File: src/rtl/cpu_sram_arbiter_if.sv
// Bundle of the fetch, load/store and shared SRAM-port signals around the arbiter.
interface cpu_sram_arbiter_if;
  localparam int unsigned AW = 32;
  localparam int unsigned DW = 32;
  localparam int unsigned SW = 4;

  // Fetch port
  logic          inst_req;
  logic [AW-1:0] inst_addr;
  logic          inst_addr_ok;
  logic          inst_data_ok;
  logic [DW-1:0] inst_rdata;

  // Load/store port
  logic          data_req;
  logic          data_wr;
  logic [SW-1:0] data_wstrb;
  logic [AW-1:0] data_addr;
  logic [DW-1:0] data_wdata;
  logic          data_addr_ok;
  logic          data_data_ok;
  logic [DW-1:0] data_rdata;

  // Shared memory port
  logic          mem_req;
  logic          mem_wr;
  logic [SW-1:0] mem_wstrb;
  logic [AW-1:0] mem_addr;
  logic [DW-1:0] mem_wdata;
  logic          mem_addr_ok;
  logic          mem_data_ok;
  logic [DW-1:0] mem_rdata;

  // Arbiter side
  modport slave (
    input  inst_req, inst_addr,
    output inst_addr_ok, inst_data_ok, inst_rdata,
    input  data_req, data_wr, data_wstrb, data_addr, data_wdata,
    output data_addr_ok, data_data_ok, data_rdata,
    output mem_req, mem_wr, mem_wstrb, mem_addr, mem_wdata,
    input  mem_addr_ok, mem_data_ok, mem_rdata
  );

  // CPU and memory side
  modport master (
    output inst_req, inst_addr,
    input  inst_addr_ok, inst_data_ok, inst_rdata,
    output data_req, data_wr, data_wstrb, data_addr, data_wdata,
    input  data_addr_ok, data_data_ok, data_rdata,
    input  mem_req, mem_wr, mem_wstrb, mem_addr, mem_wdata,
    output mem_addr_ok, mem_data_ok, mem_rdata
  );
endinterface

File: src/rtl/cpu_sram_arbiter.sv
// Two-port (fetch / load-store) arbiter onto one SRAM-like port, one transaction in flight,
// data port preferred with a starvation guard for fetches.
module cpu_sram_arbiter #(
  parameter int unsigned STARVE_LIMIT = 4
) (
  input logic                clk,
  input logic                reset,
  cpu_sram_arbiter_if.slave  bus_if
);
  localparam int unsigned AW    = 32;
  localparam int unsigned DW    = 32;
  localparam int unsigned SW    = 4;
  localparam int unsigned CNT_W = (STARVE_LIMIT < 1) ? 1 : $clog2(STARVE_LIMIT + 1);

  typedef enum logic [1:0] {S_IDLE, S_ADDR, S_WAIT} state_e;
  typedef enum logic {OWN_INST, OWN_DATA} owner_e;

  state_e           state_q, state_d;
  owner_e           owner_q, owner_d;
  logic             wr_q, wr_d;
  logic [SW-1:0]    wstrb_q, wstrb_d;
  logic [AW-1:0]    addr_q, addr_d;
  logic [DW-1:0]    wdata_q, wdata_d;
  logic [CNT_W-1:0] starve_q, starve_d;
  logic             starved;
  logic             grant_inst;
  logic             grant_data;

  // State, latched request and starvation counter
  always_ff @(posedge clk) begin
    if (reset) begin
      state_q  <= S_IDLE;
      owner_q  <= OWN_INST;
      wr_q     <= 1'b0;
      wstrb_q  <= '0;
      addr_q   <= '0;
      wdata_q  <= '0;
      starve_q <= '0;
    end else begin
      state_q  <= state_d;
      owner_q  <= owner_d;
      wr_q     <= wr_d;
      wstrb_q  <= wstrb_d;
      addr_q   <= addr_d;
      wdata_q  <= wdata_d;
      starve_q <= starve_d;
    end
  end

  // Grant, next state and handshakes; everything is held low while reset is high
  always_comb begin
    state_d    = state_q;
    owner_d    = owner_q;
    wr_d       = wr_q;
    wstrb_d    = wstrb_q;
    addr_d     = addr_q;
    wdata_d    = wdata_q;
    starve_d   = starve_q;
    starved    = (starve_q == CNT_W'(STARVE_LIMIT));
    grant_inst = 1'b0;
    grant_data = 1'b0;
    bus_if.inst_addr_ok = 1'b0;
    bus_if.data_addr_ok = 1'b0;
    bus_if.inst_data_ok = 1'b0;
    bus_if.data_data_ok = 1'b0;
    bus_if.mem_req      = 1'b0;

    if (!reset) begin
      unique case (state_q)
        S_IDLE: begin
          grant_inst = bus_if.inst_req && (!bus_if.data_req || starved);
          grant_data = bus_if.data_req && !grant_inst;
          bus_if.inst_addr_ok = grant_inst;
          bus_if.data_addr_ok = grant_data;
          if (grant_data) begin
            owner_d = OWN_DATA;
            wr_d    = bus_if.data_wr;
            wstrb_d = bus_if.data_wstrb;
            addr_d  = bus_if.data_addr;
            wdata_d = bus_if.data_wdata;
            state_d = S_ADDR;
          end else if (grant_inst) begin
            owner_d = OWN_INST;
            wr_d    = 1'b0;
            wstrb_d = '0;
            addr_d  = bus_if.inst_addr;
            wdata_d = '0;
            state_d = S_ADDR;
          end
          // Count data wins only while a fetch is being held off
          if (grant_inst || !bus_if.inst_req) begin
            starve_d = '0;
          end else if (grant_data && !starved) begin
            starve_d = starve_q + CNT_W'(1);
          end
        end
        S_ADDR: begin
          bus_if.mem_req = 1'b1;
          if (bus_if.mem_addr_ok) state_d = S_WAIT;
        end
        S_WAIT: begin
          if (bus_if.mem_data_ok) begin
            bus_if.inst_data_ok = (owner_q == OWN_INST);
            bus_if.data_data_ok = (owner_q == OWN_DATA);
            state_d = S_IDLE;
          end
        end
        default: state_d = S_IDLE;
      endcase
    end
  end

  // Request fields come straight from the latch so they stay stable while mem_req waits
  assign bus_if.mem_wr     = wr_q;
  assign bus_if.mem_wstrb  = wstrb_q;
  assign bus_if.mem_addr   = addr_q;
  assign bus_if.mem_wdata  = wdata_q;
  assign bus_if.inst_rdata = bus_if.mem_rdata;
  assign bus_if.data_rdata = bus_if.mem_rdata;
endmodule

File: src/flat_wrapper.sv
// flat-port wrapper written by rule: the top's interface ports become plain ports
module cpu_sram_arbiter_flat 
#(
  parameter int unsigned STARVE_LIMIT = 4
)
  (clk, reset, bus_if_inst_req, bus_if_inst_addr, bus_if_inst_addr_ok, bus_if_inst_data_ok, bus_if_inst_rdata, bus_if_data_req, bus_if_data_wr, bus_if_data_wstrb, bus_if_data_addr, bus_if_data_wdata, bus_if_data_addr_ok, bus_if_data_data_ok, bus_if_data_rdata, bus_if_mem_req, bus_if_mem_wr, bus_if_mem_wstrb, bus_if_mem_addr, bus_if_mem_wdata, bus_if_mem_addr_ok, bus_if_mem_data_ok, bus_if_mem_rdata);
  cpu_sram_arbiter_if bus_if_i ();
  input logic clk;
  input logic reset;
  input wire logic [$bits(bus_if_i.inst_req)-1:0] bus_if_inst_req;
  input wire logic [$bits(bus_if_i.inst_addr)-1:0] bus_if_inst_addr;
  output wire logic [$bits(bus_if_i.inst_addr_ok)-1:0] bus_if_inst_addr_ok;
  output wire logic [$bits(bus_if_i.inst_data_ok)-1:0] bus_if_inst_data_ok;
  output wire logic [$bits(bus_if_i.inst_rdata)-1:0] bus_if_inst_rdata;
  input wire logic [$bits(bus_if_i.data_req)-1:0] bus_if_data_req;
  input wire logic [$bits(bus_if_i.data_wr)-1:0] bus_if_data_wr;
  input wire logic [$bits(bus_if_i.data_wstrb)-1:0] bus_if_data_wstrb;
  input wire logic [$bits(bus_if_i.data_addr)-1:0] bus_if_data_addr;
  input wire logic [$bits(bus_if_i.data_wdata)-1:0] bus_if_data_wdata;
  output wire logic [$bits(bus_if_i.data_addr_ok)-1:0] bus_if_data_addr_ok;
  output wire logic [$bits(bus_if_i.data_data_ok)-1:0] bus_if_data_data_ok;
  output wire logic [$bits(bus_if_i.data_rdata)-1:0] bus_if_data_rdata;
  output wire logic [$bits(bus_if_i.mem_req)-1:0] bus_if_mem_req;
  output wire logic [$bits(bus_if_i.mem_wr)-1:0] bus_if_mem_wr;
  output wire logic [$bits(bus_if_i.mem_wstrb)-1:0] bus_if_mem_wstrb;
  output wire logic [$bits(bus_if_i.mem_addr)-1:0] bus_if_mem_addr;
  output wire logic [$bits(bus_if_i.mem_wdata)-1:0] bus_if_mem_wdata;
  input wire logic [$bits(bus_if_i.mem_addr_ok)-1:0] bus_if_mem_addr_ok;
  input wire logic [$bits(bus_if_i.mem_data_ok)-1:0] bus_if_mem_data_ok;
  input wire logic [$bits(bus_if_i.mem_rdata)-1:0] bus_if_mem_rdata;
  assign bus_if_i.inst_req = bus_if_inst_req;
  assign bus_if_i.inst_addr = bus_if_inst_addr;
  assign bus_if_inst_addr_ok = bus_if_i.inst_addr_ok;
  assign bus_if_inst_data_ok = bus_if_i.inst_data_ok;
  assign bus_if_inst_rdata = bus_if_i.inst_rdata;
  assign bus_if_i.data_req = bus_if_data_req;
  assign bus_if_i.data_wr = bus_if_data_wr;
  assign bus_if_i.data_wstrb = bus_if_data_wstrb;
  assign bus_if_i.data_addr = bus_if_data_addr;
  assign bus_if_i.data_wdata = bus_if_data_wdata;
  assign bus_if_data_addr_ok = bus_if_i.data_addr_ok;
  assign bus_if_data_data_ok = bus_if_i.data_data_ok;
  assign bus_if_data_rdata = bus_if_i.data_rdata;
  assign bus_if_mem_req = bus_if_i.mem_req;
  assign bus_if_mem_wr = bus_if_i.mem_wr;
  assign bus_if_mem_wstrb = bus_if_i.mem_wstrb;
  assign bus_if_mem_addr = bus_if_i.mem_addr;
  assign bus_if_mem_wdata = bus_if_i.mem_wdata;
  assign bus_if_i.mem_addr_ok = bus_if_mem_addr_ok;
  assign bus_if_i.mem_data_ok = bus_if_mem_data_ok;
  assign bus_if_i.mem_rdata = bus_if_mem_rdata;
  cpu_sram_arbiter #(.STARVE_LIMIT(STARVE_LIMIT)) u_core (.clk(clk), .reset(reset), .bus_if(bus_if_i));
endmodule
File: config.mk
export PLATFORM = sky130hd
export DESIGN_NAME = cpu_sram_arbiter_flat
export DESIGN_NICKNAME = d
export VERILOG_FILES = /design/src/rtl/cpu_sram_arbiter_if.sv /design/src/rtl/cpu_sram_arbiter.sv /design/src/flat_wrapper.sv
export SDC_FILE = /design/constraint.sdc
export NUM_CORES = 1
export LEC_CHECK = 0
export CAP_MARGIN = 5
export CELL_PAD_IN_SITES_DETAIL_PLACEMENT = 0
export CELL_PAD_IN_SITES_GLOBAL_PLACEMENT = 2
export CORE_ASPECT_RATIO = 1.1
export CORE_MARGIN = 5
export CORE_UTILIZATION = 17
export CTS_CLUSTER_DIAMETER = 80
export DETAILED_ROUTE_END_ITERATION = 8
export GPL_TIMING_DRIVEN = 0
export HOLD_SLACK_MARGIN = 0.15
export PLACE_DENSITY_LB_ADDON = 0.3
export SYNTH_ARGS = -nofsm -noshare
export SYNTH_HDL_FRONTEND = slang
export SYNTH_SLANG_ARGS = --single-unit
File: constraint.sdc
create_clock -name clk -period 1.5 [get_ports clk]
set_input_delay 0.15 -clock clk [delete_from_list [all_inputs] [get_ports clk]]
set_output_delay 0.15 -clock clk [all_outputs]
set_load 0.1 [all_outputs]
# Word-level counts from Yosys, hierarchy flattened
# Index checks and enable logic that the tools add are counted.
# word_totals
ff_bits	75
output_inout_bits	138
# classes
addsub	1
n_eq_ne	6
muxes	28
n_bitwise	1
n_reduce_logical	15
# op_table
operator	count
2-to-1 mux 32 bit	4
2-to-1 mux 1 bit	15
2-to-1 mux 2 bit	4
2-to-1 mux 4 bit	2
2-to-1 mux 3 bit	2
one-hot mux 2 bit (3 select lines)	1
logical NOT 1 bit	4
!= test 2 bit (second input constant)	2
AND reduction 2 bit	2
nonzero test 2 bit	2
adder 3 x 1 -> 3 bit (second input constant)	1
== test 3 bit (second input constant)	1
logical AND 1 bit	3
!= test 3 x 1 -> 1 bit (second input constant)	1
AND reduction 3 bit	1
== test 2 x 1 -> 1 bit (second input constant)	1
== test 2 bit (second input constant)	1
logical NOT 2 bit	1
logical OR 1 bit	2
inverter 1 bit	1

# Logic depth before layout (Yosys ltp)
# Gate-level depths: netlist (run 1).
# logic_depth
word_depth	8
mapped_depth	6
ltp_nobuf	5

# Least setup slack after synthesis (run 1)
# No wires, ideal clock.
# synth_timing
kind	reg-to-output
from	reg u_core.state_q[1]
to	out bus_if_inst_addr_ok
t_arrival_ps	2922
setup_slack_ps	-1572
path_stages_with_launch	6
cell_sequence	dfxtp_1 > nor2_2 > buf_4 > buf_2 > nand2_1 > nor3_1
# synth_via
elab_chain_len	3
# synth_lines
item	line_no	source
start: declaration	cpu_sram_arbiter.sv:18	state_e state_q, state_d;
start signal: assignment	cpu_sram_arbiter.sv:40	state_q <= state_d;
logical NOT 2 bit	cpu_sram_arbiter.sv:69	unique case (state_q)
2-to-1 mux 1 bit	cpu_sram_arbiter.sv:69	
2-to-1 mux 1 bit	cpu_sram_arbiter.sv:68	if (!reset) begin
end: declaration	flat_wrapper.sv:12	output wire logic [$bits(bus_if_i.inst_addr_ok)-1:0] bus_if_inst_addr_ok;
# Every way passes these cells.

# Worst setup path after layout (run 1)
# layout_timing
from	reg u_core.starve_q[0]
to	out bus_if_data_addr_ok
# layout_via
elab_chain_len	7
# layout_lines
item	line_no	source
start: declaration	cpu_sram_arbiter.sv:24	logic [CNT_W-1:0] starve_q, starve_d;
start signal: assignment	cpu_sram_arbiter.sv:46	starve_q <= starve_d;
== test 3 bit	cpu_sram_arbiter.sv:59	starved = (starve_q == CNT_W'(STARVE_LIMIT));
logical OR 1 bit	cpu_sram_arbiter.sv:71	grant_inst = bus_if.inst_req && (!bus_if.data_req || starved);
logical AND 1 bit	cpu_sram_arbiter.sv:71	
logical NOT 1 bit	cpu_sram_arbiter.sv:72	grant_data = bus_if.data_req && !grant_inst;
logical AND 1 bit	cpu_sram_arbiter.sv:72	
2-to-1 mux 1 bit	cpu_sram_arbiter.sv:69	
2-to-1 mux 1 bit	cpu_sram_arbiter.sv:68	
end: declaration	flat_wrapper.sv:20	output wire logic [$bits(bus_if_i.data_addr_ok)-1:0] bus_if_data_addr_ok;
# Every way passes these cells.

==> out/metrics.yaml, run 1 <==
final_layout:
  nFillCells: 2541
  syn_to_final_growth_pct: 92.3
  fin_util_pct: 33.3
  final_nets: 884
  finalInstanceArea_um2: 8180
  final_cell_count_no_fill: 1058
  layout-drive-gt1-share_pct: 43.4
  antenna_cells: 0
routing:
  vias_per_cell: 4.38
  wl_um: 19300
  routedWlPerCell_um: 18.2
  vias: 4630
  route.detailed.drc: 0
  drtIter0Drc: 106
  dr.pass1.iters: 4
  antenna_left: 0
timing:
  rsz0062_at_grt: "yes"
  setup_viol: 62
  layout_setup_ws_ns: -0.171
  totalNegativeSetupSlack_ns: -4.10
  period_needed_ns: 1.67
  max_freq_mhz: 598
  finClkSkew_ns: 0.0115
  slew_headroom_pct: 35.2
  worst_slew_pin_slew_ns: 0.970
  final_max_slew_viol_count: 0
  hold_viol_final: 0
  period_share_pct: 111
yosys:
  ys_ff_latch: 75
  yosys.area_share.xor_xnor_pct: 0
  synth_compound_area_share_pct: 30.8
  synth.net_count: 616
  synth-seq-area-share_pct: 35.3
  yosys_warnings: 0
  synth_top_family_by_area: "compound AO/OA/AOI/OAI gates"
  avgSynthCellArea_um2: 8.95
  synth_top_area_share_pct: 35.3
  netlist_area_um2: 4250
  synthTopCellsByArea: "dfxtp_1 35%, buf_4 12%, a311oi_2 11%"
  synthAdderAreaFrac_pct: 0.589
  synth_mux_area_share_pct: 0
  synthSimpleGateAreaFrac_pct: 13.4
  yosysTopAreaCell: "dfxtp_1"
  synth_cell_types: 35
  syn_inst: 475
worst_setup_path:
  worstSetupPathType: "reg -> out"
  cp_max_fo: 3
  rr_startpoint: "u_core.starve_q[0]"
  cp.required_ns: 1.35
  setup.worst_path.start: "u_core.starve_q[0]"
  cp-start-kind: "flop"
  cp.arrival_ns: 1.52
  end_kind: "output port"
global_route:
  grt_max_degree: 19
  antenna_found_initial: 1
  grt_pass1_wl_um: 27700
  grt_pass1_vias: 4981
  gr-usage-all-layers_pct: 12.5
  grt_overflow: 0
placed_design:
  routabilityCongestion: 0.728
  placed_cell_area_um2: 7140
  port_buffers: 242
  dp_hpwl_um: 14500
  dpl.cell_count: 1027
status:
  status: "complete, but fails checks"
  violations: "negative setup slack"
min_path:
  worstHoldStart: "bus_if_inst_req"
  hp-class: "in -> reg"
cts:
  htreeDepth: 3
  cts.sinks: 75
  cts_buffers: 9
  path_clk_slew_ns: 0.06
  insertion_delay_ns: 0.34
  cts_tree: "done"
  cts_root_buf: "clkbuf_16"
  cts_buffer_depth: 2
pwr:
  peakVddDrop_mv: 0.349
  power_per_cell_area_nw_per_um2: 1060
  p_leak_nw: 3.21
  total_power_mw: 8.63
floorplanning:
  start_util_pct: 17.3
  rows: 60
  fp.coreArea_um2: 24500
  dieArea_um2: 28300
  chipHeight_um: 176
  ios: 277
  die_w_um: 161
run:
  maxCapViolCount: 0
## cells by family after synthesis
| family | Yosys count |
|---|---|
| fa+ha+maj | 2 |
| simple gates | 98 |
| buf+inv | 122 |
| flops | 75 |
| compound gates | 178 |
## final timing paths
path / end / slack [ns] / cells after the start
setup / recovery: bus_if_data_addr_ok / -0.17 / 7
hold / removal: u_core.starve_q[0] / 0.18 / 3
setup reg to reg: u_core.bus_if.mem_wstrb[3] / -0.16 / 10
hold reg to reg: u_core.bus_if.mem_wstrb[1] / 0.47 / 2
## cell type report
cell class,count,area (µm²),share of cell area (%)
inverters,3,11.3,0.138
clock buffers,13,280,3.43
clock inverters,3,67.6,0.826
repair buffers,259,2800,34.2
flip-flops and latches,75,1510,18.5
well taps,310,388,4.74
plain buffers,117,951,11.6
multi-input cells,278,2170,26.6
## critical path, cell delays in order, from the launching register on
cell and delay (ns):
dfxtp_2 0.35, inv_2 0.06, ha_4 0.17, nand3_4 0.10, clkbuf_16 0.14, nand3_4 0.07
nor2_4 0.11, buf_12 0.18
## state kept, by name, indices dropped and copies added, names as in the netlist
register and flops:
u_core.bus_if.mem_addr 32, u_core.bus_if.mem_wdata 32, u_core.bus_if.mem_wr 1, u_core.bus_if.mem_wstrb 4
u_core.owner_q 1, u_core.starve_q 3, u_core.state_q 2
## through the flow
step | setup slack [ns] | hold WS (ns)
3_5_place_dp | -1.29 | 0.467
6_report | -0.171 | 0.180
5_1_grt | -0.233 | 0.184
4_1_cts | -0.192 | 0.158
3_3_place_gp | -1.26 | 0.459
2_1_floorplan | -0.211 | 0.305
## power by group
part           total, mW  switching [mW]  internal [mW]
combinational       3.79            2.70           1.08
sequential          2.29           0.122           2.17
clock               2.55           0.907           1.64
## synthesized netlist by cell type, drive strengths merged
cell type,count
a21boi,1
a21oi,74
a311oi,32
a31oi,1
and3,2
buf,102
clkbuf,17
dfxtp,75
ha,2
inv,3
nand2,6
nand3,34
nand3b,1
nand4,40
nand4b,1
nor2,7
nor2b,1
nor3,1
nor3b,3
o21ai,70
or2,2
## routing by layer
metal	global-route usage, %	part of all wire (%)	vias up	wire, µm
met3	4.32	7.4	17	1430
li1	-	-	2227	-
met4	3.09	1.1	2	209
met2	21.6	50	182	9660
met1	14.8	41	2202	7980
met5	0	0.057	-	11
## timing repair
action | 4_1_cts | 5_1_grt
endpoints found under the setup margin | 180 | 77
gates cloned | 0 | 6
buffers inserted | 7 | 4
pin swaps | 6 | 36
hold buffers | 0 | 0
endpoints found under the hold margin | 0 | 0
gates resized for setup | 336 | 76
## layout by cell type, fill, tap and decap left out, types with 3 or more instances in the layout
| cell | synthesis | layout |
|---|---|---|
| a21oi_1 | 45 | 42 |
| buf_4 | 70 | 79 |
| clkbuf_16 | 0 | 16 |
| dfxtp_1 | 75 | 71 |
| buf_6 | 4 | 8 |
| a21oi_2 | 29 | 32 |
| clkdlybuf4s15_2 | 0 | 69 |
| nand3_4 | 0 | 3 |
| nor2_4 | 2 | 5 |
| dlymetal6s2s_1 | 0 | 18 |
| dlygate4sd2_1 | 0 | 46 |
| nand3_1 | 33 | 9 |
| clkbuf_8 | 0 | 4 |
| buf_8 | 1 | 6 |
| clkdlybuf4s50_1 | 0 | 104 |
| buf_2 | 24 | 13 |
| clkbuf_1 | 15 | 11 |
| o21ai_1 | 28 | 37 |
| o21ai_2 | 0 | 3 |
| buf_12 | 3 | 11 |
| o21ai_0 | 42 | 30 |
| nand3_2 | 1 | 22 |
| inv_2 | 1 | 3 |
| a311oi_2 | 30 | 31 |
| nand4_1 | 40 | 40 |
| nand2_1 | 6 | 5 |
Note: power is estimated with default switching activity, not from simulation.
==> run 2, diff against run 1 <==
- CAP_MARGIN: 5 -> 15
==> results of run 2 <==
Final layout, timing and power as in run 1 (identical DEF).
